[config.mk]
export PLATFORM = sky130hd
export DESIGN_NAME = shift_rows_stream_flat
export DESIGN_NICKNAME = d
export VERILOG_FILES = /design/src/rtl/shift_rows_stream_if.sv /design/src/rtl/shift_rows_stream.sv /design/src/flat_wrapper.sv
export SDC_FILE = /design/constraint.sdc
export NUM_CORES = 1
export LEC_CHECK = 0
export BUFFER_PORTS_ARGS = -buffer_cell sky130_fd_sc_hd__buf_2
export CORE_MARGIN = 3
export CORE_UTILIZATION = 55
export CTS_CLUSTER_SIZE = 25
export DETAILED_ROUTE_END_ITERATION = 7
export GPL_TIMING_DRIVEN = 0
export HOLD_SLACK_MARGIN = 0.06
export PLACE_DENSITY = 0.68
export SETUP_SLACK_MARGIN = 0.2
export SYNTH_ARGS = -nofsm -noshare
export SYNTH_HDL_FRONTEND = slang
export SYNTH_SLANG_ARGS = --single-unit
[constraint.sdc]
create_clock -name clk -period 5.6 [get_ports clk]
set_input_delay 0.56 -clock clk [delete_from_list [all_inputs] [get_ports clk]]
set_output_delay 0.56 -clock clk [all_outputs]
set_load 0.02 [all_outputs]
[src/rtl/shift_rows_stream_if.sv]
// Byte-stream bus for the ShiftRows engine: input byte handshake with a
// per-block direction bit, output byte handshake with an end-of-block marker.
`timescale 1ns/1ps
interface shift_rows_stream_if;
    logic       in_valid;
    logic       in_ready;
    logic [7:0] in_data;
    logic       in_inv;
    logic       out_valid;
    logic       out_ready;
    logic [7:0] out_data;
    logic       out_last;

    // Producer/consumer side: feeds input bytes, applies output backpressure.
    modport master (
        output in_valid, in_data, in_inv, out_ready,
        input  in_ready, out_valid, out_data, out_last
    );

    // Engine side.
    modport slave (
        input  in_valid, in_data, in_inv, out_ready,
        output in_ready, out_valid, out_data, out_last
    );
endinterface

[src/rtl/shift_rows_stream.sv]
// Byte-serial ShiftRows / InvShiftRows engine. Two ping-pong banks of 4*NB
// bytes: one fills column-major from the input while the other is read out
// through a row-shift address permutation, so blocks stream at byte rate.
`timescale 1ns/1ps
module shift_rows_stream #(
    parameter int NB = 4
) (
    input  logic                clk,
    input  logic                rst,
    shift_rows_stream_if.slave  bus
);

    localparam int NBYTES = 4 * NB;
    localparam int AW     = $clog2(NBYTES);
    localparam int CW     = $clog2(NB);
    localparam logic [AW-1:0] LAST_IDX = AW'(NBYTES - 1);
    localparam logic [CW:0]   NB_W     = NB[CW:0];

    if ((NB != 4) && (NB != 6) && (NB != 8)) begin : g_bad_nb
        $error("shift_rows_stream: NB must be 4, 6 or 8");
    end

    // Row shift offsets; the 256-bit block width uses a wider shift on rows 2 and 3.
    function automatic logic [CW-1:0] row_shift(input logic [1:0] row);
        logic [CW-1:0] s;
        case (row)
            2'd0:    s = CW'(0);
            2'd1:    s = CW'(1);
            2'd2:    s = (NB == 8) ? CW'(3) : CW'(2);
            2'd3:    s = (NB == 8) ? CW'(4) : CW'(3);
            default: s = {CW{1'b0}};
        endcase
        return s;
    endfunction

    // Bank address of the byte that lands at output position k.
    function automatic logic [AW-1:0] src_index(input logic [AW-1:0] k, input logic inv);
        logic [1:0]    row;
        logic [CW:0]   col;
        logic [CW:0]   sh;
        logic [CW:0]   sum;
        row = k[1:0];
        col = {1'b0, k[AW-1:2]};
        sh  = {1'b0, row_shift(row)};
        // Inverse adds NB first so the subtraction never underflows.
        sum = inv ? (col + NB_W - sh) : (col + sh);
        sum = (sum >= NB_W) ? (sum - NB_W) : sum;
        return {sum[CW-1:0], row};
    endfunction

    logic [7:0]    bank_q [2][NBYTES];
    logic [1:0]    full_q, full_d;
    logic [1:0]    inv_q,  inv_d;
    logic          wsel_q, wsel_d;
    logic          rsel_q, rsel_d;
    logic [AW-1:0] wcnt_q, wcnt_d;
    logic [AW-1:0] rcnt_q, rcnt_d;

    logic          wr_fire_s;
    logic          rd_fire_s;
    logic [AW-1:0] rd_addr_s;

    // Handshakes and read address come straight from registered state only.
    always_comb begin
        wr_fire_s = bus.in_valid && !full_q[wsel_q];
        rd_fire_s = full_q[rsel_q] && bus.out_ready;
        rd_addr_s = src_index(rcnt_q, inv_q[rsel_q]);
    end

    assign bus.in_ready  = !full_q[wsel_q];
    assign bus.out_valid = full_q[rsel_q];
    assign bus.out_data  = bank_q[rsel_q][rd_addr_s];
    assign bus.out_last  = full_q[rsel_q] && (rcnt_q == LAST_IDX);

    // Next-state for write/read pointers, counters and per-bank flags.
    always_comb begin
        full_d = full_q;
        inv_d  = inv_q;
        wsel_d = wsel_q;
        rsel_d = rsel_q;
        wcnt_d = wcnt_q;
        rcnt_d = rcnt_q;
        if (wr_fire_s) begin
            inv_d[wsel_q] = (wcnt_q == {AW{1'b0}}) ? bus.in_inv : inv_q[wsel_q];
            if (wcnt_q == LAST_IDX) begin
                full_d[wsel_q] = 1'b1;
                wcnt_d         = {AW{1'b0}};
                wsel_d         = ~wsel_q;
            end else begin
                wcnt_d = wcnt_q + AW'(1);
            end
        end else begin
            wcnt_d = wcnt_q;
        end
        // A draining bank is never the bank being filled, so both updates to full_d can coexist.
        if (rd_fire_s) begin
            if (rcnt_q == LAST_IDX) begin
                full_d[rsel_q] = 1'b0;
                rcnt_d         = {AW{1'b0}};
                rsel_d         = ~rsel_q;
            end else begin
                rcnt_d = rcnt_q + AW'(1);
            end
        end else begin
            rcnt_d = rcnt_q;
        end
    end

    // Control state register; reset discards any partial or pending block.
    always_ff @(posedge clk or posedge rst) begin
        if (rst) begin
            full_q <= 2'b00;
            inv_q  <= 2'b00;
            wsel_q <= 1'b0;
            rsel_q <= 1'b0;
            wcnt_q <= {AW{1'b0}};
            rcnt_q <= {AW{1'b0}};
        end else begin
            full_q <= full_d;
            inv_q  <= inv_d;
            wsel_q <= wsel_d;
            rsel_q <= rsel_d;
            wcnt_q <= wcnt_d;
            rcnt_q <= rcnt_d;
        end
    end

    // Byte storage; contents are don't-care until their bank is marked full, so no reset.
    always_ff @(posedge clk) begin
        if (wr_fire_s) begin
            bank_q[wsel_q][wcnt_q] <= bus.in_data;
        end
    end

endmodule

[src/flat_wrapper.sv]
// flat-port wrapper written by rule: the top's interface ports become plain ports
module shift_rows_stream_flat 
#(
    parameter int NB = 4
)
  (clk, rst, bus_in_valid, bus_in_data, bus_in_inv, bus_out_ready, bus_in_ready, bus_out_valid, bus_out_data, bus_out_last);
  shift_rows_stream_if bus_i ();
  input  logic clk;
  input  logic rst;
  input wire logic [$bits(bus_i.in_valid)-1:0] bus_in_valid;
  input wire logic [$bits(bus_i.in_data)-1:0] bus_in_data;
  input wire logic [$bits(bus_i.in_inv)-1:0] bus_in_inv;
  input wire logic [$bits(bus_i.out_ready)-1:0] bus_out_ready;
  output wire logic [$bits(bus_i.in_ready)-1:0] bus_in_ready;
  output wire logic [$bits(bus_i.out_valid)-1:0] bus_out_valid;
  output wire logic [$bits(bus_i.out_data)-1:0] bus_out_data;
  output wire logic [$bits(bus_i.out_last)-1:0] bus_out_last;
  assign bus_i.in_valid = bus_in_valid;
  assign bus_i.in_data = bus_in_data;
  assign bus_i.in_inv = bus_in_inv;
  assign bus_i.out_ready = bus_out_ready;
  assign bus_in_ready = bus_i.in_ready;
  assign bus_out_valid = bus_i.out_valid;
  assign bus_out_data = bus_i.out_data;
  assign bus_out_last = bus_i.out_last;
  shift_rows_stream #(.NB(NB)) u_core (.clk(clk), .rst(rst), .bus(bus_i));
endmodule
**Word-level counts from Yosys, hierarchy flattened**

Memory sizes are Yosys's and may differ from the RTL's.
Index checks and enable logic that the tools add are counted.

- Register bits after elaboration: 14
- Latch bits: 0
- Bits in writable memories: 256
- Memory bits (read-only): 0
- Output and inout bits: 11
- Word-level logic and storage cells: 74
- Memories: 1

Memories:

| name | words | width | rd ports | clocked after memory_dff | wr ports | line | RTL |
|---|---|---|---|---|---|---|---|
| u_core.bank_q | 2 | 128 | 1 | 0 | 1 | shift_rows_stream.sv:51 | `logic [7:0] bank_q [2][NBYTES];` |

- $add $sub $neg: 6
- Multipliers: 0
- Div/mod/pow operators: 0
- Order comparisons: 8
- Equality and inequality tests: 5
- Shift operators: 0
- Multiplexer cells: 30
- Bitwise gates (word level): 7
- Reduce and logical (&&, ||, !) cells: 11

Operator list:

| cell | count |
|---|---|
| 128-bit two-way mux | 1 |
| 8-bit binary-select mux with 4-bit select | 1 |
| 8-bit demux with 4-bit select | 1 |
| 8-bit two-way mux | 3 |
| 1-bit two-way mux | 12 |
| 5-bit greater-or-equal comparator, second input constant | 2 |
| 2-bit two-way mux | 5 |
| 4-bit NOT with 5-bit output | 2 |
| 4-bit by 1-bit adder with 4-bit output, second input constant | 2 |
| 4-bit == test, second input constant | 2 |
| 4-bit two-way mux | 2 |
| 2-bit case mux with 4 select lines | 1 |
| 1-bit logical AND | 6 |
| 5-bit by 1-bit less-than comparator with 1-bit output, second input constant | 1 |
| 2-bit == test, second input constant | 2 |
| 4-bit logical NOT | 1 |
| 1-bit by 2-bit less-than comparator with 1-bit output, second input constant | 2 |
| 2-bit AND reduction | 2 |
| 2-bit by 2-bit adder with 3-bit output | 1 |
| 2-bit by 3-bit adder with 3-bit output, second input constant | 1 |
| 3-bit greater-or-equal comparator, second input constant | 1 |
| 3-bit two-way mux | 1 |
| 3-bit by 2-bit subtractor with 3-bit output | 1 |
| 2-bit AND | 1 |
| other kinds (10) | 13 |

**Longest topological paths before layout**

Gate-level depths: netlist of run 1.

- Depth after elaboration: 10
- Depth in mapped cells: 9
- Depth with buffers taken out: 6

**Worst setup path before layout of run 1**

OpenSTA, ideal clock, no wires.

- Kind: register to output
- From: register u_core.rcnt_q[1]
- To: output port bus_out_data[0]
- Arrival time: 2.215 ns
- Required time: 5.040 ns
- Setup slack: 2.825 ns
- Cell stages (with the launch flop): 10
- Buffers on the path: 3
- Cell sequence: dfrtp_1 clkbuf_1 buf_2 buf_2 inv_1 ha_1 o21bai_1 xor2_1 xnor2_4 mux2_2

- Cells in the longest elaborated chain, start to end: 10

Ends and longest elaborated chain:

| what | line | RTL |
|---|---|---|
| from (decl) | shift_rows_stream.sv:57 | `logic [AW-1:0] rcnt_q, rcnt_d;` |
| from (signal assigned) | shift_rows_stream.sv:117 | `rcnt_q <= {AW{1'b0}};` |
| from (signal assigned) | shift_rows_stream.sv:124 | `rcnt_q <= rcnt_d;` |
| 2-bit == test, or another cell as far along | shift_rows_stream.sv:26 | `case (row)` |
| 2-bit case mux with 4 select lines | shift_rows_stream.sv:26 |  |
| 3-bit by 2-bit subtractor with 3-bit output / 2-bit by 2-bit adder with 3-bit output (equally long branches) | shift_rows_stream.sv:46 | `sum = inv ? (col + NB_W - sh) : (col + sh);` |
| 3-bit two-way mux | shift_rows_stream.sv:46 |  |
| 3-bit greater-or-equal comparator / 2-bit by 1-bit subtractor with 2-bit output (equally long branches) | shift_rows_stream.sv:47 | `sum = (sum >= NB_W) ? (sum - NB_W) : sum;` |
| 2-bit two-way mux | shift_rows_stream.sv:47 |  |
| 4-bit NOT with 5-bit output (implied by the code) (*) | shift_rows_stream.sv:72 | `assign bus.out_data = bank_q[rsel_q][rd_addr_s];` |
| 8-bit binary-select mux with 4-bit select (*) | shift_rows_stream.sv:72 |  |
| 8-bit two-way mux (implied by the code) (*) (2 in series) | shift_rows_stream.sv:72 |  |
| to (decl) | flat_wrapper.sv:16 | `output wire logic [$bits(bus_i.out_data)-1:0] bus_out_data;` |

Mark *: on every way between the ends. The rest lies on a longest branch, timed or not. The select of a mux whose other input is x is not followed.

**Final worst setup path of run 1**

- From: register u_core.rcnt_q[0]
- To: output port bus_out_data[0]

Same word-level chain as after synthesis.

==> out/metrics.cfg, run 1 <==
[global_routing]
antenna_found_initial=0
grt_max_degree=33
grt_pass1_vias=5581
grt_usage=0.218
grt_first_pass_wirelength_um=34600
grt.overflow.total=0

[place]
finalWeightedCongestion=0.849
portBuffers=23
pre_cts_slack_ns=2.16
hpwlAfterDp_um=15100

[synth]
ys_ff_latch=270
synth_cells=558
seq_area_frac_synth=0.741
syn_area_per_cell_sq_um=19.4
ys_async_sr_fraction=0.0519
synth_common_cells=256 x edfxtp_1, 51 x mux4_2, 38 x nor2_1
synth.largest_area_cell=edfxtp_1
yosys_warnings=0
ys_types=43
yosysMostFrequentCell=edfxtp_1
synth_edf_count=256
syn_area_sq_um=10800
synth_flop_cell=edfxtp_1
yosys.area.top_type_share=0.709
synth_area_leaders=edfxtp_1 71%, mux4_2 11%, dfrtp_1 3.2%
syn_nets=580

[sta]
final.setup.tns_ns=0
slew_violations=0
period_share=0.711
tightest_slew_ns=1.30
fin_crit_ns=3.98
clock_skew_ns=0.00700
setup_viol=0
hold_violations=0
rsz0062_at_grt=no
setup_ws_ns=1.62
whs_ns=0.102
relSlewSlack=0.125
fmax_mhz=251

[setup_path]
setup.worst_path.end_class=output port
crit_path_start=u_core.rcnt_q[0]$_DFFE_PP0N_
r2r_cells=6
worst_ep_required_time_ns=5.04
cp-endpoint=bus_out_data[0]
reg2reg_to=u_core.bank_q[0][25]$_DFFE_PP_
critical_path_buf_inv_count=3
cp.arrival_ns=3.42
worstPathCellList=inv_2 > clkbuf_1 > ha_1 > o21bai_1 > xor2_1 > xnor2_4 > mux2_2 > buf_2
worst-path-stages=8
cpMaxStageDelayCell=clkbuf_1
startpoint_type=flip-flop
worstSetupPathType=reg -> out
r2r_slack_ns=2.65
max_stage_delay_ns=0.62
cp_max_fo=11
path_delay_family=buffers and inverters
reg2reg_from=u_core.wsel_q$_DFFE_PP0P_

[power]
leakage_uw=0.00389
finalPower_uw=5770
powerDensity_nw_per_um2=478
ir_worst_vdd_mv=0.286

[drt]
ant_nets=0
drt_iter0_markers=645
drc=0
first_pass_iters=5
wl_per_cell_um=26.2
wirelength_um=23200
avgViaCountPerCell=6.21
num_vias=5492

[clocking]
cts_root_buf=clkbuf_16
post_cts_resized=0
clkSlewWorstSetupHoldPaths_ns=0.06
cts_made_buffers=27
cts_setup_buffers=0
cts_hold_buf=0
clock_latency_ns=0.52
clock_path_buffers=3
cts_sinks=270
htree_levels=1
cts_tree=built

[job]
maxCapViolCount=0

[worst_hold_path]
hp-class=in -> async

[cells_and_area]
drive_gt1_frac=0.238
syn2layout_area_growth_pct=11.2
nNetsFinal=632
num_antenna_cells=0
post-route-util=0.634

[die]
die_y_um=146
die_w_um=146
num_io_pins=24
fp-row-count=50
start_util=0.570
die_area_sq_um=21400
core_sq_um=19000

[run_status]
status=finished clean

==> routing by layer <==
layer  part of all wire  GRT usage  wire [um]  up-vias
met5                  0          0          0        -
met4              0.018     0.0494        418        0
met3              0.069     0.0419       1600       36
met2               0.47      0.335      10900      204
met1               0.44      0.333      10300     2887
li1                   -          -          -     2365
==> power breakdown <==
part           total, uW  internal [uW]  switching, uW
Clock               1590            921            672
Combinational       1760            650           1110
Sequential          2410           2350           60.9
Total               5770           3920           1840
==> flip-flops by register name, summed over array words and instances (netlist names) <==
register and flops:
u_core.full_q 2, u_core.rcnt_q 4, u_core.rsel_q 1, u_core.wcnt_q 4, u_core.wsel_q 1, u_core.inv_q 2, u_core.bank_q 256
==> cell type report <==
cell class | instances | area (sq um)
flip-flops and latches | 270 | 8040
fillers | 1355 | 6960
multi-input cells | 254 | 2640
clock buffers | 35 | 706
well taps | 260 | 325
plain buffers | 27 | 155
repair buffers | 23 | 115
clock inverters | 9 | 62.6
inverters | 7 | 26.3
==> worst register-to-register path, cell delays in order (launching register included) <==
cell and delay, ns:
dfrtp_1 0.32, clkbuf_1 0.28, mux2i_1 0.35, and2_1 0.16, buf_2 0.19, nand2_1 0.22
nor3_1 1.05
==> metrics by stage <==
stage	area, sq um	std cells
6_report	12100	885
5_1_grt	12100	885
4_1_cts	12100	885
3_5_place_dp	11300	841
3_3_place_gp	11300	841
2_1_floorplan	10800	558
==> cells in the final DEF (no fill, tap or decap), drive strengths merged, types with 5 or more instances in the layout <==
master  synthesis  layout
edfxtp        256     256
mux4           52      52
clkbuf         12      47
nor2           38      38
buf            15      38
mux2i          27      27
mux2           24      24
nand2          18      18
o22ai          18      18
dfrtp          14      14
nand3          12      12
ha              9       9
o21ai           8       8
clkinv          0       8
inv             7       7
a221o           6       6
nor3            5       5
==> kinds of logic after synthesis <==
kind of cell / share of synthesized area
AOI/OAI and AO/OA: 0.0276
xor gates and xnor gates: 0.00658
muxes: 0.159
and+or+nand+nor: 0.0390
DFF: 0.741
adders and majority gates: 0.0104
buffers and inverters: 0.0167
==> how the worst min path moves through the flow <==
| stage | endpoint | depth (start not counted) |
|---|---|---|
| finish | u_core.full_q[1]$_DFF_PP0_ | 2 |
| detailed placement | u_core.inv_q[0]$_DFFE_PP0P_ | 1 |
| global placement | u_core.inv_q[0]$_DFFE_PP0P_ | 1 |
| floorplan | u_core.full_q[0]$_DFF_PP0_ | 1 |
| CTS | u_core.full_q[1]$_DFF_PP0_ | 2 |
| global route | u_core.full_q[1]$_DFF_PP0_ | 2 |
Power figures use the tool's default switching activity.
==> run 2, diff against run 1 <==
==> constraint.sdc (replaced) <==
create_clock -name clk -period 3.8 [get_ports clk]
set_input_delay 0.38 -clock clk [delete_from_list [all_inputs] [get_ports clk]]
set_output_delay 0.38 -clock clk [all_outputs]
set_load 0.02 [all_outputs]
==> run 2 against run 1 <==
Net effect: worst hold slack better by 0.039 ns; count of clock-buffer cells in the layout stayed put; die area stayed put; core utilization is 0.14 points higher; largest power group unchanged; first-iteration DRC count is 1.4% lower; sequential cell count stayed put; register-to-register slack worse by 1.8 ns; clock skew hardly changed; via count is 0.67% higher; final cell count is 0.11% higher; setup slack worse by 1.3 ns.
==> out/metrics.cfg, run 2 (same netlist as run 1, synthesis figures left out) <==
[run_status]
status=finished clean  ; unchanged

[setup_path]
cpMaxStageDelayCell=mux2_2  ; was clkbuf_1
worst_ep_required_time_ns=3.42  ; was 5.04 ns
crit_path_start=u_core.rcnt_q[1]$_DFFE_PP0N_  ; was u_core.rcnt_q[0]$_DFFE_PP0N_
cp_max_fo=10  ; was 11
path_delay_family=buffers and inverters  ; unchanged
critical_path_buf_inv_count=5  ; was 3
worstPathCellList=clkbuf_1 > clkbuf_4 > buf_4 > inv_1 > ha_1 > o21bai_1 > xor2_2 > xnor2_4 > mux2_2 > buf_2  ; was inv_2 > clkbuf_1 > ha_1 > o21bai_1 > xor2_1 > xnor2_4 > mux2_2 > buf_2
setup.worst_path.end_class=output port  ; unchanged
cp.arrival_ns=3.09  ; was 3.42 ns
reg2reg_from=u_core.wsel_q$_DFFE_PP0P_  ; unchanged
startpoint_type=flip-flop  ; unchanged
worstSetupPathType=reg -> out  ; unchanged
max_stage_delay_ns=0.41  ; was 0.62 ns

[clocking]
cts_sinks=270  ; unchanged
cts_made_buffers=27  ; unchanged
clkSlewWorstSetupHoldPaths_ns=0.06  ; about the same
clock_latency_ns=0.52  ; about the same
htree_levels=1  ; unchanged
clock_path_buffers=3  ; unchanged
cts_root_buf=clkbuf_16  ; unchanged
cts_tree=built  ; unchanged
cts_setup_buffers=0  ; unchanged

[power]
powerDensity_nw_per_um2=703  ; was 478 nW/um^2
ir_worst_vdd_mv=0.417  ; was 0.286 mV
leakage_uw=0.00390  ; was 0.00389 uW

[cells_and_area]
final_cell_area_sq_um=12100  ; about the same
syn2layout_area_growth_pct=11.5  ; was 11.2%
largest_reg_flops=256  ; unchanged
final_common_cell=edfxtp_1  ; unchanged
mostFrequentLayoutCells=256 x edfxtp_1, 51 x mux4_2, 38 x nor2_1, 28 x buf_2, 27 x clkbuf_16  ; was 256 x edfxtp_1, 51 x mux4_2, 38 x nor2_1, 30 x buf_2, 27 x clkbuf_16
largest-register=u_core.bank_q  ; unchanged
multiInputGateArea_sq_um=2640  ; about the same
fillers=1352  ; was 1355
regArea_sq_um=8040  ; unchanged
largestRegisters=u_core.bank_q (256), u_core.rcnt_q (4), u_core.wcnt_q (4)  ; unchanged
num_antenna_cells=0  ; unchanged
drive_gt1_frac=0.244  ; was 0.238
nNetsFinal=633  ; was 632

[sta]
tightest_slew_ns=1.31  ; was 1.30 ns
slew_violations=0  ; unchanged
final.setup.tns_ns=0  ; unchanged
hold_violations=0  ; unchanged
rsz0062_at_grt=yes  ; was no
setup_viol=0  ; unchanged
fmax_mhz=288
clock_skew_ns=0.00684  ; was 0.00700 ns
relSlewSlack=0.122  ; was 0.125
fin_crit_ns=3.47
period_share=0.913
setup_ws_ns=0.332  ; was 1.62 ns

[drt]
wirelength_um=23200  ; about the same
drt_iter0_markers=636  ; was 645
drc=0  ; unchanged
first_pass_iters=5  ; unchanged
avgViaCountPerCell=6.24  ; was 6.21
wl_per_cell_um=26.2  ; about the same
num_vias=5529  ; was 5492
ant_nets=0  ; unchanged

[die]
die_w_um=146  ; unchanged
num_io_pins=24  ; unchanged
core_sq_um=19000  ; unchanged
die_y_um=146  ; unchanged
fp-row-count=50  ; unchanged
die_area_sq_um=21400  ; unchanged
start_util=0.570  ; unchanged

[global_routing]
grt_usage=0.218  ; about the same
grt_first_pass_wirelength_um=34600  ; about the same
antenna_found_initial=0  ; unchanged
grt_pass1_vias=5589  ; was 5581
grt.overflow.total=0  ; unchanged
grt_max_degree=33  ; unchanged

[job]
maxCapViolCount=0  ; unchanged

[place]
placed_area_sq_um=11300  ; unchanged
portBuffers=23  ; unchanged
finalWeightedCongestion=0.849  ; unchanged
pre_cts_slack_ns=0.536  ; was 2.16 ns
hpwlAfterDp_um=15100  ; unchanged

[worst_hold_path]
hp-class=in -> reg  ; was in -> async
worstHoldStart=bus_in_inv

run 2: path summary, 6_finish.rpt:
path                                                       end  slack [ns]  cells past startpoint
min in group asynchronous           u_core.full_q[1]$_DFF_PP0_        0.47                      3
worst min-delay path               u_core.inv_q[0]$_DFFE_PP0P_        0.14                      2
worst max-delay path                           bus_out_data[0]        0.33                     10
worst min register to register     u_core.inv_q[1]$_DFFE_PP0P_        0.52                      1
max in group asynchronous           u_core.full_q[0]$_DFF_PP0_        2.94                      3
worst max register to register  u_core.bank_q[0][25]$_DFFE_PP_        0.84                      6
run 2: metal layers:
| layer | GRT usage | vias to the layer above | wire length, um |
|---|---|---|---|
| li1 | - | 2366 | - |
| met1 | 0.333 | 2903 | 10100 |
| met2 | 0.335 | 225 | 10900 |
| met3 | 0.0419 | 35 | 1740 |
| met4 | 0.0494 | 0 | 412 |
| met5 | 0 | - | 0 |
run 2: power breakdown:
part	internal (uW)	total [uW]	switching [uW]
clock	1360	2350	991
sequential	3460	3560	92.0
combinational	968	2600	1630
total	5790	8500	2720
run 2: what timing repair did:
item,4_1_cts,5_1_grt
hold buffers,1,0
resized for setup,2,8
endpoints found under the setup margin,8,8
hold endpoints to repair,14,0
run 2: layout make-up:
type / count / share of cell area
Clock inverter: 9 / 0.00517
Buffer: 27 / 0.0136
Sequential cell: 270 / 0.665
Inverter: 7 / 0.00217
Tap cell: 260 / 0.0269
Multi-Input combinational cell: 254 / 0.219
Clock buffer: 35 / 0.0584
Timing Repair Buffer: 24 / 0.0103
run 2: through the flow:
step,std cells,util,total power (uW),hold slack (ns)
floorplan,558,-,5290,0.269
global placement,841,0.593,6130,0.441
detailed placement,841,0.594,6180,0.465
CTS,886,0.635,8520,0.138
global route,886,0.636,8840,0.147
finish,886,0.636,8500,0.141
